**src/rtl/bcd_display_scanner.sv**
```systemverilog
// rtl/bcd_display_scanner.sv - time-multiplexed 4-digit 7-segment scanner for packed BCD
module bcd_display_scanner #(
    parameter int REFRESH_DIV    = 50000,
    parameter int BLANK_LEADING  = 1,
    parameter int SEG_ACTIVE_LOW = 1,
    parameter int AN_ACTIVE_LOW  = 1
) (
    input  logic        clk,
    input  logic        reset,
    input  logic [15:0] bcd_number,
    input  logic        load,
    input  logic        enable,
    output logic [6:0]  seg,
    output logic        dp,
    output logic [3:0]  an,
    output logic        frame_done
);

    localparam int             CW       = $clog2(REFRESH_DIV);
    localparam logic [CW-1:0]  CNT_LAST = CW'(REFRESH_DIV - 1);
    localparam logic [6:0]     SEG_OFF  = (SEG_ACTIVE_LOW != 0) ? 7'h7F : 7'h00;
    localparam logic [3:0]     AN_OFF   = (AN_ACTIVE_LOW != 0) ? 4'hF : 4'h0;
    localparam logic           DP_OFF   = (SEG_ACTIVE_LOW != 0) ? 1'b1 : 1'b0;

    logic [15:0]   disp_q, disp_d;
    logic [CW-1:0] cnt_q, cnt_d;
    logic [1:0]    idx_q, idx_d;
    logic [6:0]    seg_q, seg_d;
    logic [3:0]    an_q, an_d;
    logic          fd_q, fd_d;

    logic          wrap;
    logic [3:0]    nib;
    logic [3:0]    zero_hi;
    logic          blank;
    logic [6:0]    pat;
    logic [3:0]    onehot;

    always_comb begin
        disp_d = load ? bcd_number : disp_q;
        wrap   = enable && (cnt_q == CNT_LAST);
        cnt_d  = cnt_q;
        idx_d  = idx_q;
        if (enable) begin
            cnt_d = wrap ? '0 : cnt_q + CW'(1);
            if (wrap) begin
                idx_d = idx_q + 2'd1;
            end
        end

        case (idx_q)
            2'd0:    nib = disp_q[3:0];
            2'd1:    nib = disp_q[7:4];
            2'd2:    nib = disp_q[11:8];
            default: nib = disp_q[15:12];
        endcase

        // zero_hi[k]: digit k and every digit above it are zero; invalid nibbles are non-zero
        zero_hi    = '0;
        zero_hi[3] = (disp_q[15:12] == 4'd0);
        zero_hi[2] = zero_hi[3] && (disp_q[11:8] == 4'd0);
        zero_hi[1] = zero_hi[2] && (disp_q[7:4] == 4'd0);
        blank      = (BLANK_LEADING != 0) && (idx_q != 2'd0) && zero_hi[idx_q];

        case (nib)
            4'd0:    pat = 7'h3F;
            4'd1:    pat = 7'h06;
            4'd2:    pat = 7'h5B;
            4'd3:    pat = 7'h4F;
            4'd4:    pat = 7'h66;
            4'd5:    pat = 7'h6D;
            4'd6:    pat = 7'h7D;
            4'd7:    pat = 7'h07;
            4'd8:    pat = 7'h7F;
            4'd9:    pat = 7'h6F;
            default: pat = 7'h40;
        endcase
        if (blank) begin
            pat = 7'h00;
        end

        onehot = 4'b0001 << idx_q;
        seg_d  = SEG_OFF;
        an_d   = AN_OFF;
        if (enable) begin
            seg_d = (SEG_ACTIVE_LOW != 0) ? ~pat : pat;
            an_d  = (AN_ACTIVE_LOW != 0) ? ~onehot : onehot;
        end
        fd_d = wrap && (idx_q == 2'd3);
    end

    always_ff @(posedge clk) begin
        if (reset) begin
            disp_q <= 16'h0000;
            cnt_q  <= '0;
            idx_q  <= 2'd0;
            seg_q  <= SEG_OFF;
            an_q   <= AN_OFF;
            fd_q   <= 1'b0;
        end else begin
            disp_q <= disp_d;
            cnt_q  <= cnt_d;
            idx_q  <= idx_d;
            seg_q  <= seg_d;
            an_q   <= an_d;
            fd_q   <= fd_d;
        end
    end

    assign seg        = seg_q;
    assign an         = an_q;
    assign dp         = DP_OFF;
    assign frame_done = fd_q;

endmodule

```
**config.mk**
```make
export PLATFORM = sky130hd
export DESIGN_NAME = bcd_display_scanner
export DESIGN_NICKNAME = d
export VERILOG_FILES = /design/src/rtl/bcd_display_scanner.sv
export SDC_FILE = /design/constraint.sdc
export NUM_CORES = 1
export LEC_CHECK = 0
export CORE_MARGIN = 3
export CORE_UTILIZATION = 57
export CTS_CLUSTER_DIAMETER = 40
export CTS_CLUSTER_SIZE = 25
export DETAILED_ROUTE_END_ITERATION = 10
export GPL_TIMING_DRIVEN = 0
export PLACE_DENSITY_LB_ADDON = 0.25
export SLEW_MARGIN = 20
export SYNTH_ARGS = -nofsm -noshare
export SYNTH_HDL_FRONTEND = slang
export SYNTH_SLANG_ARGS = --single-unit
```
**constraint.sdc**
```tcl
create_clock -name clk -period 5.7 [get_ports clk]
set_clock_uncertainty 0.05 [all_clocks]
set_input_delay 0.57 -clock clk [delete_from_list [all_inputs] [get_ports clk]]
set_output_delay 0.57 -clock clk [all_outputs]
set_load 0.05 [all_outputs]
```
==> flow_metrics.tcl <==
set metrics [dict create \
    area_delta_synth_final_pct 23.3 \
    status "finished, final reports clean" \
    fin_cells 314 \
    synth_mux_area_frac 0.0985 \
    crit_path_start_kind "flop" \
    cts.repair.resized 0 \
    avgRoutedWirePerCell_um 13.6 \
    first_pass_iters 5 \
    grt_pass1_vias 1614 \
    worstSetupPathType "flop to flop" \
    core_um2 3470 \
    tritoncts "yes" \
    hold_class "flop to flop" \
    worst_slew_pin_slew_ns 0.618 \
    grt_max_degree 15 \
    final_common_cell "dfxtp_1" \
    cap_violations 0 \
    grt_usage 0.208 \
    pwr_density_cell_nw_per_um2 270 \
    crit_required_ns 5.80 \
    hold_viol 0 \
    timing.slew.headroom 0.576 \
    route.vias.total 1778 \
    fp.dieArea_um2 4540 \
    critPathLaunch "idx_q[0]" \
    synthSimpleGateAreaFrac 0.210 \
    critPathCaptureType "flop" \
    dp_hpwl_mm 3.09 \
    die_x_um 67.4 \
    clkTransAtPathRegs_ns 0.09 \
    synth_area_um2 2150 \
    synthFlopType "dfxtp_1" \
    fin_util 0.763 \
    gp_congestion 0.809 \
    synth-seq-cells 46 \
    period_minus_slack_ns 2.60 \
    routed_wl_mm 4.29 \
    max_freq_mhz 384 \
    num_antenna_cells 0 \
    io_pins 33 \
    finalSetupTns_ns 0 \
    final_cell_mix "dfxtp_1, nor2_1, clkdlybuf4s50_1" \
    start_util 0.619 \
    setup_violations 0 \
    gr-total-overflow 0 \
    seq_area_frac_synth 0.429 \
    nets 298 \
    grt_antenna_before_repair 0 \
    synth-xor-area-share 0.0531 \
    rr_startpoint "idx_q[0]" \
    grt_pass1_wl_mm 7.24 \
    numCtsBuffers 5 \
    use_met3 0.0399 \
    viasPerCell 5.66 \
    synth_edf_count 0 \
    synth_top_family_by_area "simple AND/OR/NAND/NOR gates" \
    route.detailed.drc 0 \
    cts_sinks 46 \
    placedCellCount 306 \
    syn-instance-count 230 \
    synth-async-reset-ratio 0 \
    arrival_ns 2.70 \
    worstHoldStart "cnt_q[15]" \
    clockRootBuffer "clkbuf_8" \
    leakage_uw 0.00104 \
    synth_compound_area_frac 0.103 \
    clockBufferDepth 2 \
    layout-drive-gt1-share 0.0709 \
    ys_types 41 \
    htree_levels 2 \
    rsz0062_at_grt "no" \
    cts_hold_buf 0 \
    fin_crit_sh 0.457 \
    cts_setup_buffers 0 \
    ys_warn_count 0 \
    met2_usage 0.333 \
    detail-route-antenna-nets 0 \
    final_max_slew_viol_count 0 \
    met1_usage 0.281 \
    cp_max_fo 8 \
    ir_drop_mv 0.185 \
    syn_nets 261 \
    grt_busiest_layer "met2" \
    first_iter_violations 127 \
    io_buffers 30 \
    rows 21 \
    synth.avg_cell_area_um2 9.33 \
    clock_latency_ns 0.29 \
    die-height_um 67.4 \
    synth_adder_area_share 0.0641 \
]
per-stage QoR:
stage / hold slack, ns / setup WS (ns) / total power, µW / area, µm²
finish: 0.440 / 3.10 / 714 / 2650
CTS: 0.438 / 3.11 / 720 / 2650
detailed placement: 0.429 / 3.21 / 428 / 2500
global route: 0.478 / 2.80 / 742 / 2650
global placement: 0.420 / 3.28 / 426 / 2500
floorplan: 0.403 / 3.57 / 398 / 2150
final timing paths:
| path | to | slack (ns) | cells after the start |
|---|---|---|---|
| worst max-delay path | seg[0] | 3.10 | 10 |
| worst max register to register | seg[0] | 3.10 | 10 |
| worst min register to register | cnt_q[15] | 0.44 | 2 |
| worst min-delay path | cnt_q[15] | 0.44 | 2 |
cells in the mapped netlist, types with 3 or more instances:
| master | count | share of area |
|---|---|---|
| a21oi_1 | 9 | 0.021 |
| nor3_1 | 3 | 0.0070 |
| o211ai_1 | 5 | 0.017 |
| nor2_1 | 33 | 0.058 |
| nand2_1 | 13 | 0.023 |
| a222oi_1 | 3 | 0.014 |
| mux2i_1 | 20 | 0.093 |
| and3_1 | 3 | 0.0087 |
| xnor2_1 | 6 | 0.024 |
| buf_2 | 3 | 0.0070 |
| and4_1 | 3 | 0.012 |
| inv_1 | 10 | 0.017 |
| nor4_1 | 3 | 0.0087 |
| nand3_1 | 5 | 0.012 |
| dfxtp_1 | 46 | 0.43 |
| buf_4 | 3 | 0.010 |
| ha_1 | 11 | 0.064 |
| or3_1 | 4 | 0.012 |
| nand4_1 | 10 | 0.029 |
| xor2_1 | 7 | 0.029 |
| o21ai_0 | 8 | 0.019 |
cell families after synthesis:
kind of cell               after synthesis
xor gates and xnor gates                13
and+or+nand+nor                         86
buffers and inverters                   19
AOI/OAI and AO/OA                       33
muxes                                   21
other                                    1
adders and majority gates               11
DFF                                     46
routing by layer:
metal  routed length [µm]  share of wire  vias up
met5                    0              0        -
met4                   34         0.0079        0
met3                  211          0.049        4
met2                 1940           0.45       48
met1                 2100           0.49      842
li1                     -              -      884
flip-flops by register name, indices dropped and copies added (netlist names):
| signal | cells |
|---|---|
| idx_q | 2 |
| cnt_q | 16 |
| frame_done | 1 |
| an | 4 |
| seg | 7 |
| disp_q | 16 |
where the power goes:
part | switching, µW | internal [µW] | leakage (µW) | total, µW
combinational | 44.7 | 36.7 | 0.000593 | 81.4
clock | 105 | 187 | 0.0000714 | 292
sequential | 7.71 | 333 | 0.000376 | 341
total | 158 | 557 | 0.00104 | 714
worst max-delay path, cell delays in order, from the launching register on:
cell,delay [ns]
dfxtp_1,0.39
inv_1,0.12
ha_1,0.29
a222oi_1,0.15
mux2i_1,0.50
inv_1,0.22
ha_1,0.26
nor2_1,0.09
a32oi_1,0.11
o211ai_1,0.14
nand4_1,0.12
area by class of cell:
type / instances / area, µm²
buffer: 9 / 48.8
clock inverter: 2 / 60.1
tap: 46 / 57.6
inverter: 10 / 37.5
sequential: 46 / 921
timing repair buffer: 30 / 300
clock buffer: 6 / 82.6
multi-input combinational: 165 / 1140
fill: 273 / 822
Power figures use the tool's default switching activity.
